$ cat src/rtl/aes_pkg.sv
// rtl/aes_pkg.sv - shared AES GF(2^8) helpers, mode constants and state byte layout
package aes_pkg;

  localparam logic MC_FWD = 1'b0;
  localparam logic MC_INV = 1'b1;

  typedef enum logic [1:0] {
    ST_IDLE = 2'd0,
    ST_BUSY = 2'd1,
    ST_DONE = 2'd2
  } mc_state_e;

  function automatic logic [7:0] xtime(input logic [7:0] a);
    return {a[6:0], 1'b0} ^ (a[7] ? 8'h1b : 8'h00);
  endfunction

  function automatic logic [7:0] gf_mul_9(input logic [7:0] a);
    return xtime(xtime(xtime(a))) ^ a;
  endfunction

  function automatic logic [7:0] gf_mul_b(input logic [7:0] a);
    logic [7:0] x2;
    x2 = xtime(a);
    return xtime(xtime(x2)) ^ x2 ^ a;
  endfunction

  function automatic logic [7:0] gf_mul_d(input logic [7:0] a);
    logic [7:0] x4;
    x4 = xtime(xtime(a));
    return xtime(x4) ^ x4 ^ a;
  endfunction

  function automatic logic [7:0] gf_mul_e(input logic [7:0] a);
    logic [7:0] x2;
    logic [7:0] x4;
    x2 = xtime(a);
    x4 = xtime(x2);
    return xtime(x4) ^ x4 ^ x2;
  endfunction

  // State is row-major: s(r,c) occupies bits [byte_msb(r,c) -: 8].
  function automatic int byte_msb(input int r, input int c);
    return 127 - 32 * r - 8 * c;
  endfunction

endpackage

$ cat src/rtl/aes_mix_column_word.sv
// rtl/aes_mix_column_word.sv - combinational MixColumns / InvMixColumns on one 32-bit column
module aes_mix_column_word
  import aes_pkg::*;
#(
  parameter bit SUPPORT_INV = 1'b1
) (
  input  logic [31:0] col_in,
  input  logic        mode,
  output logic [31:0] col_out
);

  logic [7:0] a0, a1, a2, a3;
  logic [7:0] x0, x1, x2, x3;
  logic [31:0] fwd;

  assign {a0, a1, a2, a3} = col_in;
  assign x0 = xtime(a0);
  assign x1 = xtime(a1);
  assign x2 = xtime(a2);
  assign x3 = xtime(a3);

  assign fwd = {x0 ^ x1 ^ a1 ^ a2 ^ a3,
                a0 ^ x1 ^ x2 ^ a2 ^ a3,
                a0 ^ a1 ^ x2 ^ x3 ^ a3,
                x0 ^ a0 ^ a1 ^ a2 ^ x3};

  if (SUPPORT_INV) begin : g_inv
    logic [31:0] inv;
    assign inv = {gf_mul_e(a0) ^ gf_mul_b(a1) ^ gf_mul_d(a2) ^ gf_mul_9(a3),
                  gf_mul_9(a0) ^ gf_mul_e(a1) ^ gf_mul_b(a2) ^ gf_mul_d(a3),
                  gf_mul_d(a0) ^ gf_mul_9(a1) ^ gf_mul_e(a2) ^ gf_mul_b(a3),
                  gf_mul_b(a0) ^ gf_mul_d(a1) ^ gf_mul_9(a2) ^ gf_mul_e(a3)};
    assign col_out = (mode == MC_INV) ? inv : fwd;
  end else begin : g_fwd
    logic unused_mode;
    assign unused_mode = mode;
    assign col_out = fwd;
  end

endmodule

$ cat src/rtl/aes_mix_columns_iter.sv
// rtl/aes_mix_columns_iter.sv - iterative AES MixColumns engine, COLS_PER_CYCLE columns per busy cycle
module aes_mix_columns_iter
  import aes_pkg::*;
#(
  parameter int COLS_PER_CYCLE = 1,
  parameter bit SUPPORT_INV    = 1'b1
) (
  input  logic         clk,
  input  logic         rst,
  input  logic         in_valid,
  output logic         in_ready,
  input  logic         in_mode,
  input  logic [127:0] in_data,
  output logic         out_valid,
  input  logic         out_ready,
  output logic [127:0] out_data
);

  if (COLS_PER_CYCLE != 1 && COLS_PER_CYCLE != 2 && COLS_PER_CYCLE != 4) begin : g_bad_cols
    $error("aes_mix_columns_iter: COLS_PER_CYCLE must be 1, 2 or 4");
  end

  mc_state_e    state_q, state_d;
  logic [1:0]   col_cnt_q, col_cnt_d;
  logic [127:0] data_q, data_d;
  logic         mode_q, mode_d;
  logic [31:0]  col_in  [COLS_PER_CYCLE];
  logic [31:0]  col_out [COLS_PER_CYCLE];

  // Gather the columns of the current group out of the row-major register.
  always_comb begin
    for (int k = 0; k < COLS_PER_CYCLE; k++) begin
      logic [1:0]  idx;
      logic [31:0] w;
      idx = col_cnt_q + 2'(k);
      w   = '0;
      for (int r = 0; r < 4; r++) begin
        w[31 - 8 * r -: 8] = data_q[byte_msb(r, int'(idx)) -: 8];
      end
      col_in[k] = w;
    end
  end

  for (genvar k = 0; k < COLS_PER_CYCLE; k++) begin : g_col
    aes_mix_column_word #(.SUPPORT_INV(SUPPORT_INV)) u_word (
      .col_in (col_in[k]),
      .mode   (mode_q),
      .col_out(col_out[k])
    );
  end

  always_comb begin
    state_d   = state_q;
    col_cnt_d = col_cnt_q;
    data_d    = data_q;
    mode_d    = mode_q;
    in_ready  = 1'b0;
    out_valid = 1'b0;
    case (state_q)
      ST_IDLE: begin
        in_ready = 1'b1;
        if (in_valid) begin
          data_d    = in_data;
          mode_d    = SUPPORT_INV ? in_mode : MC_FWD;
          col_cnt_d = '0;
          state_d   = ST_BUSY;
        end
      end
      ST_BUSY: begin
        for (int k = 0; k < COLS_PER_CYCLE; k++) begin
          logic [1:0] idx;
          idx = col_cnt_q + 2'(k);
          for (int r = 0; r < 4; r++) begin
            data_d[byte_msb(r, int'(idx)) -: 8] = col_out[k][31 - 8 * r -: 8];
          end
        end
        col_cnt_d = col_cnt_q + 2'(COLS_PER_CYCLE);
        if (int'(col_cnt_q) + COLS_PER_CYCLE == 4) begin
          state_d = ST_DONE;
        end
      end
      ST_DONE: begin
        out_valid = 1'b1;
        if (out_ready) begin
          state_d = ST_IDLE;
        end
      end
      default: state_d = ST_IDLE;
    endcase
  end

  assign out_data = data_q;

  always_ff @(posedge clk) begin
    if (rst) begin
      state_q   <= ST_IDLE;
      col_cnt_q <= '0;
      data_q    <= '0;
      mode_q    <= MC_FWD;
    end else begin
      state_q   <= state_d;
      col_cnt_q <= col_cnt_d;
      data_q    <= data_d;
      mode_q    <= mode_d;
    end
  end

endmodule

$ cat config.mk
export PLATFORM = sky130hd
export DESIGN_NAME = aes_mix_columns_iter
export DESIGN_NICKNAME = d
export VERILOG_FILES = /design/src/rtl/aes_pkg.sv /design/src/rtl/aes_mix_column_word.sv /design/src/rtl/aes_mix_columns_iter.sv
export SDC_FILE = /design/constraint.sdc
export NUM_CORES = 1
export LEC_CHECK = 0
export CAP_MARGIN = 25
export CELL_PAD_IN_SITES_DETAIL_PLACEMENT = 0
export CELL_PAD_IN_SITES_GLOBAL_PLACEMENT = 1
export CORE_MARGIN = 3
export CORE_UTILIZATION = 40
export CTS_BUF_LIST = sky130_fd_sc_hd__clkbuf_8
export DETAILED_ROUTE_END_ITERATION = 6
export DONT_BUFFER_PORTS = 1
export GPL_ROUTABILITY_DRIVEN = 0
export MAX_ROUTING_LAYER = met4
export PLACE_DENSITY_LB_ADDON = 0.1
export SLEW_MARGIN = 15
export SYNTH_ARGS = -nofsm -noshare
export SYNTH_HDL_FRONTEND = slang
export SYNTH_SLANG_ARGS = --single-unit
$ cat constraint.sdc
create_clock -name clk -period 3.63 [get_ports clk]
set_input_delay 0.726 -clock clk [delete_from_list [all_inputs] [get_ports clk]]
set_output_delay 0.726 -clock clk [all_outputs]
set_load 0.03 [all_outputs]
==> results of run 1 <==
Yosys cell counts (8+ instances only):
master | number | share of area (%)
mux4_2 | 32 | 8.0
nand2b_1 | 10 | 0.69
a31oi_1 | 20 | 1.4
nor3_1 | 57 | 3.2
a21oi_1 | 71 | 3.9
o21ai_1 | 9 | 0.50
dfxtp_1 | 133 | 29
xnor2_2 | 12 | 2.2
buf_2 | 14 | 0.78
and3_1 | 8 | 0.55
a211o_1 | 8 | 0.78
nor2_1 | 115 | 4.8
a221oi_1 | 56 | 5.4
xnor3_1 | 14 | 3.5
nand2_1 | 63 | 2.6
nand3_1 | 32 | 1.8
xnor2_1 | 135 | 13
xor2_1 | 43 | 4.2
clkbuf_1 | 66 | 2.7
o32ai_1 | 27 | 2.6
layer usage:
| metal | GRT usage, % | vias up | wire, µm |
|---|---|---|---|
| li1 | - | 3586 | - |
| met4 | 9.921 | 0 | 945 |
| met3 | 8.296 | 71 | 3228 |
| met1 | 38.05 | 4077 | 14910 |
| met5 | - | - | 0 |
| met2 | 47.13 | 450 | 17550 |
what timing repair did:
item                                    CTS  global route
buffers inserted                          0             0
endpoints found under the setup margin    0            22
gates resized for setup                   0             2
power by group:
part           leakage [nW]  switching, mW  internal, mW
Sequential             1.10          0.519          1.63
Combinational          2.35           2.96          2.57
Clock                 0.201          0.711         0.648
Total                  3.65           4.19          4.85
final cells by class:
| cell class | instances | area [µm²] |
|---|---|---|
| Clock inverter | 14 | 162.7 |
| Sequential cell | 133 | 2668 |
| Fill cell | 2152 | 12040 |
| Antenna cell | 1 | 2.502 |
| Clock buffer | 18 | 247.7 |
| Timing Repair Buffer | 70 | 563.0 |
| Tap cell | 280 | 350.3 |
| Multi-Input combinational cell | 764 | 5979 |
| Inverter | 4 | 15.01 |
worst max path at each step:
stage	end	cells past startpoint	slack, ns	from
2_1_floorplan	out_data[107]	12	0.57	col_cnt_q[0]
3_3_place_gp	out_data[59]	10	0.15	col_cnt_q[1]
3_5_place_dp	out_data[17]	9	0.04	col_cnt_q[1]
4_1_cts	out_data[9]	9	0.02	col_cnt_q[1]
5_1_grt	out_data[110]	10	0.07	col_cnt_q[0]
6_report	out_data[91]	9	0.1	col_cnt_q[0]
registers in the layout, summed over array words and instances, names as in the netlist:
| register | cells |
|---|---|
| mode_q | 1 |
| col_cnt_q | 2 |
| out_data | 128 |
| state_q | 2 |
worst max-delay path: cells and delay by family, from the launching register on:
family / cells / cell delay (ns)
AOI/OAI and AO/OA: 1 / 0.18
xor gates and xnor gates: 4 / 1.48
buffers and inverters: 2 / 0.44
DFF: 1 / 0.43
muxes: 1 / 0.73
and+or+nand+nor: 1 / 0.11
kinds of logic (layout without fill, tap and decap cells):
logic type | after synthesis | count (layout) | synth area share, %
compound gates | 215 | 215 | 16.57
xor+xnor | 215 | 215 | 25.62
fa+ha+maj | 4 | 4 | 0.5545
buf+inv | 100 | 106 | 4.976
flops | 133 | 133 | 29.50
mux | 38 | 38 | 8.664
other cells | 0 | 1 | 0
simple gates | 292 | 292 | 14.13
through the flow:
stage / worst slack [ns] / utilization (%) / total power, mW / hold WS, ns / std cells
3_5_place_dp: 0.04192 / 43.43 / 7.608 / 0.6338 / 1251
3_3_place_gp: 0.1475 / 43.43 / 7.585 / 0.6304 / 1251
4_1_cts: 0.02414 / 45.29 / 8.996 / 0.2948 / 1283
5_1_grt: 0.06631 / 45.35 / 9.436 / 0.2882 / 1284
6_report: 0.09878 / 45.35 / 9.039 / 0.3084 / 1284
2_1_floorplan: 0.5669 / - / 6.052 / 0.6010 / 997
==> results.rst, run 1 <==
.. list-table::
   :header-rows: 1

   * - Metric
     - Value
   * - Worst Max-Slew Pin Slew
     - 0.9687 ns
   * - Final Skew
     - 0.01989 ns
   * - Post-Synthesis Cells
     - 997
   * - Number of ports placed on the die boundary
     - 263
   * - Maximum fanout count along the critical path
     - 25
   * - Y dimension of the die
     - 156.2 µm
   * - Result of the run
     - finished clean
   * - Clock transition at the register clock pins on the worst setup and hold paths after CTS
     - 0.10 ns
   * - Critical path startpoint category
     - register
   * - First-pass GRT wire length
     - 54.01 mm
   * - Endpoint of the worst-slack reg-to-reg timing path
     - out_data[91]
   * - Worst relative slew slack
     - 35.33%
   * - Accumulated negative setup slack
     - 0 ns
   * - Clock tree from TritonCTS
     - done
   * - Mapped Nets
     - 1134
   * - # port buffers
     - 0
   * - Start point of the worst min-delay path
     - rst
   * - Share of cells above drive strength 1
     - 16.35%
   * - Setup crit end kind
     - register
   * - Flops & latches, synth
     - 133
   * - Achievable Freq
     - 283.2 MHz
   * - Post-synthesis cell area
     - 9026 µm²
   * - Slew Limit Fails
     - 0
   * - Crit share post-route
     - 97.28%
   * - Kind of path behind the tightest hold check
     - input port to register
   * - Slowest stage delay, CP
     - 0.73 ns
   * - Async set or reset register ratio after synthesis
     - 0%
   * - Most used cells in the layout excluding fill and tap cells
     - 134 x xnor2_1, 131 x dfxtp_1, 115 x nor2_1
   * - Average instance area after synthesis
     - 9.053 µm²
   * - Core outline area
     - 22030 µm²
   * - Growth of design area from synthesis to finish
     - 10.66%
   * - Max-cap violations
     - 0
   * - Initial antenna violation count
     - 1
   * - Overflow left after global routing
     - 0
   * - RSZ-0062 raised after global routing
     - false
   * - Cells along the critical path
     - buf_12 > mux4_2 > xnor2_2 > buf_4 > xor2_1 > xnor3_1 > nand2_1 > xnor2_1 > o32ai_1
   * - CP Data Required Time
     - 3.95 ns
   * - Critical path data arrival time
     - 3.85 ns
   * - EDFF count, synth
     - 0
   * - Number of library cell types mapped by synthesis
     - 45
   * - Hold worst-path end
     - mode_q
   * - Launch instance of the worst register-to-register path
     - col_cnt_q[0]
   * - Commonest non-fill, non-tap cell in the layout
     - xnor2_1
   * - Number of synthesis warnings
     - 0
   * - Worst setup path class
     - register to register
   * - Largest net degree at the start of global routing
     - 138
   * - Max clock buf depth
     - 2
   * - Number of levels in the clock H-tree
     - 4
   * - # rows
     - 54
   * - Floorplan die area
     - 24400 µm²
   * - Antenna Nets Post-Route
     - 0
   * - Min Clock Period, post-route
     - 3.531 ns
   * - Register area share after synthesis
     - 29.50%
   * - Instance area at placement
     - 9565 µm²
   * - Remaining routing DRC violations
     - 0
   * - Vias in the first global route
     - 8296
   * - Register-to-register path setup slack
     - 0.1 ns
   * - Number of hold violations in the final report
     - 0
   * - Post-route cell area
     - 9988 µm²
   * - Final count of negative-setup-slack endpoints
     - 0
   * - Leakage component of the power
     - 3.652 nW
   * - Aggregate routed wire length
     - 36.63 mm
   * - Num CTS Buffers
     - 17
   * - Hold path depth
     - 1
   * - X dimension of the die
     - 156.2 µm
   * - Dominant register cell in the synthesized netlist
     - dfxtp_1
   * - Overall via count from detail_route
     - 8184
   * - Total number of clock tree sinks
     - 133
   * - Depth of the worst register-to-register path
     - 9
   * - P per Cell Area
     - 904.9 nW/µm²
   * - Worst-Skew Late Latency
     - 0.47 ns
   * - Routed vias/inst
     - 6.374
   * - Number of nets in the finished design
     - 1127
   * - Detail-routed net length per standard cell
     - 28.53 µm
   * - Estimated wirelength of the detail-placed design
     - 26.65 mm
   * - Initial core utilization
     - 40.98%
   * - Worst IR Drop VDD
     - 0.3605 mV
   * - Count of hold buffers inserted by post-cts repair
     - 0
   * - GRT Util Overall
     - 30.18%
   * - Clock Root Buffer
     - clkbuf_8
   * - Iteration count of the initial detailed-routing pass
     - 5
   * - Initial DRC count
     - 858
   * - Slowest CP cell
     - mux4_2
(Power assumes the default switching activity.)
==> inputs of run 2 (changes only) <==
- SKIP_LAST_GASP: not set -> 1
- clock period: 3.63 -> 4.5 ns (I/O delays scaled with it)
==> run 2 against run 1 <==
Against the previous run:
- total power down 24%
- worst setup slack better by 0.38 ns
- first-iteration DRC count is 0.70% higher
- global-route usage is 0.17 points lower
- combinational power decreased by 25%
- sequential share of layout area rose by 1.1 points
- die area did not move
==> results.rst, run 2 (synthesis results as in run 1) <==
.. list-table::
   :header-rows: 1

   * - Metric
     - Value
   * - Result of the run
     - finished clean
   * - Routed vias/inst
     - 6.468 (+1.5%)
   * - Growth of design area from synthesis to finish
     - 6.266%
   * - Worst-Skew Late Latency
     - 0.45 ns (-0.02 ns)
   * - Total number of clock tree sinks
     - 133 (unchanged)
   * - Number of fill cells in the layout
     - 2157 (+0.23%)
   * - Num CTS Buffers
     - 17 (unchanged)
   * - Count of hold buffers inserted by post-cts repair
     - 0 (unchanged)
   * - Initial antenna violation count
     - 1 (unchanged)
   * - Power after layout
     - 6.914 mW (-24%)
   * - Worst IR Drop VDD
     - 0.2978 mV (-17%)
   * - Setup crit end kind
     - register
   * - Achievable Freq
     - 248.7 MHz (-12%)
   * - Launch instance of the worst register-to-register path
     - col_cnt_q[0]
   * - Crit share post-route
     - 89.36% (-7.9 points)
   * - Start point of the worst min-delay path
     - rst
   * - Critical path data arrival time
     - 4.39 ns (+0.54 ns)
   * - Final count of negative-setup-slack endpoints
     - 0 (unchanged)
   * - Antenna Nets Post-Route
     - 0 (unchanged)
   * - Initial DRC count
     - 864 (+0.70%)
   * - Estimated wirelength of the detail-placed design
     - 25.66 mm (-3.7%)
   * - Hold worst-path end
     - mode_q
   * - Worst Max-Slew Pin Slew
     - 0.9559 ns (-0.01284 ns)
   * - Number of hold violations in the final report
     - 0 (unchanged)
   * - Number of nets in the finished design
     - 1083 (-3.9%)
   * - Min Clock Period, post-route
     - 4.021 ns (+0.4898 ns)
   * - Worst relative slew slack
     - 36.27% (+0.94 points)
   * - Max-cap violations
     - 0 (unchanged)
   * - Number of levels in the clock H-tree
     - 4 (unchanged)
   * - Most used cells in the layout excluding fill and tap cells
     - 135 x xnor2_1, 131 x dfxtp_1, 115 x nor2_1
   * - Share of cells above drive strength 1
     - 12.30% (-4.0 points)
   * - Final Skew
     - 0.01614 ns (-0.003749 ns)
   * - Overflow left after global routing
     - 0 (unchanged)
   * - Slew Limit Fails
     - 0 (unchanged)
   * - # port buffers
     - 0 (unchanged)
   * - Commonest non-fill, non-tap cell in the layout
     - xnor2_1
   * - Aggregate routed wire length
     - 36.48 mm (-0.42%)
   * - Non-filler cells, final
     - 1240 (-3.4%)
   * - Maximum fanout count along the critical path
     - 18 (-28%)
   * - Clock Root Buffer
     - clkbuf_8
   * - Post-placement cell count
     - 1206 (-3.6%)
   * - Leakage component of the power
     - 3.413 nW (-6.5%)
   * - Hold path depth
     - 1 (unchanged)
   * - Number of ports placed on the die boundary
     - 263 (unchanged)
   * - Detail-routed net length per standard cell
     - 29.42 µm (+3.1%)
   * - RSZ-0062 raised after global routing
     - false
   * - Register-to-register path setup slack
     - 0.48 ns (+0.38 ns)
   * - X dimension of the die
     - 156.2 µm (unchanged)
   * - P per Cell Area
     - 720.8 nW/µm² (-20%)
   * - Vias in the first global route
     - 8200 (-1.2%)
   * - Depth of the worst register-to-register path
     - 9 (unchanged)
   * - Setup Fix Bufs, Post-CTS
     - 0 (unchanged)
   * - GRT Util Overall
     - 30.01% (-0.17 points)
   * - Largest net degree at the start of global routing
     - 138 (unchanged)
   * - Post-cts sizing count
     - 0 (unchanged)
   * - Accumulated negative setup slack
     - 0 ns (unchanged)
   * - Overall via count from detail_route
     - 8020 (-2.0%)
   * - Iteration count of the initial detailed-routing pass
     - 5 (unchanged)
   * - Max clock buf depth
     - 2 (unchanged)
   * - CP Data Required Time
     - 4.87 ns (+0.92 ns)
   * - # rows
     - 54 (unchanged)
   * - Clock transition at the register clock pins on the worst setup and hold paths after CTS
     - 0.09 ns (about the same)
   * - Worst setup path class
     - register to register
   * - Initial core utilization
     - 40.98% (unchanged)
   * - Critical path startpoint category
     - register
   * - Core outline area
     - 22030 µm² (unchanged)
   * - Clock tree from TritonCTS
     - done
   * - First-pass GRT wire length
     - 53.61 mm (-0.74%)
   * - Floorplan die area
     - 24400 µm² (unchanged)
   * - Kind of path behind the tightest hold check
     - input port to register
   * - Endpoint of the worst-slack reg-to-reg timing path
     - out_data[54]
   * - Max reg flops
     - 128 (unchanged)
   * - Remaining routing DRC violations
     - 0 (unchanged)
   * - Y dimension of the die
     - 156.2 µm (unchanged)
[run 2: changes by cell type in the layout (fill, tap and decap cells not counted), sizes merged]
cell | previous run | this run
buf | 70 | 26
bufinv | 2 | 1
inv | 11 | 10
clkinv | 2 | 4
[run 2: metrics by stage]
step | area [µm²] | util, % | hold WS (ns) | worst slack (ns)
after global placement | 9190 | 41.72 | 0.5263 | 0.5727
after CTS | 9562 | 43.41 | 0.4822 | 0.4743
after detailed placement | 9190 | 41.72 | 0.5273 | 0.4986
after global routing | 9592 | 43.55 | 0.4758 | 0.2834
after floorplan | 9026 | - | 0.6010 | 1.437
final | 9592 | 43.55 | 0.5122 | 0.4790
[run 2: worst max-delay path: stages, from the launching register on]
cell and delay, ns:
dfxtp_2 0.76, buf_4 0.40, mux4_2 0.68, xor2_1 0.45, xnor2_1 0.19, xnor3_1 0.47, xnor2_1 0.16, mux2i_1 0.43
a221oi_1 0.15, nor3_1 0.24
[run 2: report_power, final]
part           switching, mW  total (mW)  internal, mW
clock                  0.544       0.999         0.456
sequential             0.432        1.75          1.31
combinational           2.34        4.17          1.83
total                   3.32        6.91          3.60
[run 2: worst max path at each step]
stage / startpoint / endpoint / slack (ns) / depth (start not counted)
after floorplan: col_cnt_q[0] / out_data[107] / 1.44 / 12
after global placement: col_cnt_q[0] / out_data[91] / 0.57 / 9
after detailed placement: col_cnt_q[0] / out_data[54] / 0.50 / 9
after CTS: col_cnt_q[0] / out_data[54] / 0.47 / 9
after global routing: col_cnt_q[0] / out_data[54] / 0.28 / 9
final: col_cnt_q[0] / out_data[54] / 0.48 / 9
[run 2: final cells by class]
cell class / instances / area [µm²] / share of cell area [%]
clock inverter: 14 / 123.9 / 1.291
sequential: 133 / 2665 / 27.79
tap: 280 / 350.3 / 3.652
multi-input combinational: 764 / 5972 / 62.26
clock buffer: 18 / 247.7 / 2.583
antenna: 1 / 2.502 / 0.02609
timing repair buffer: 26 / 215.2 / 2.244
inverter: 4 / 15.01 / 0.1565
[run 2: metal layers]
metal	vias to the layer above	share of wire (%)	GRT usage, %
met5	-	0	-
li1	3493	-	-
met3	67	10	8.269
met2	503	48	46.82
met1	3957	40	38.25
met4	0	2.2	8.962
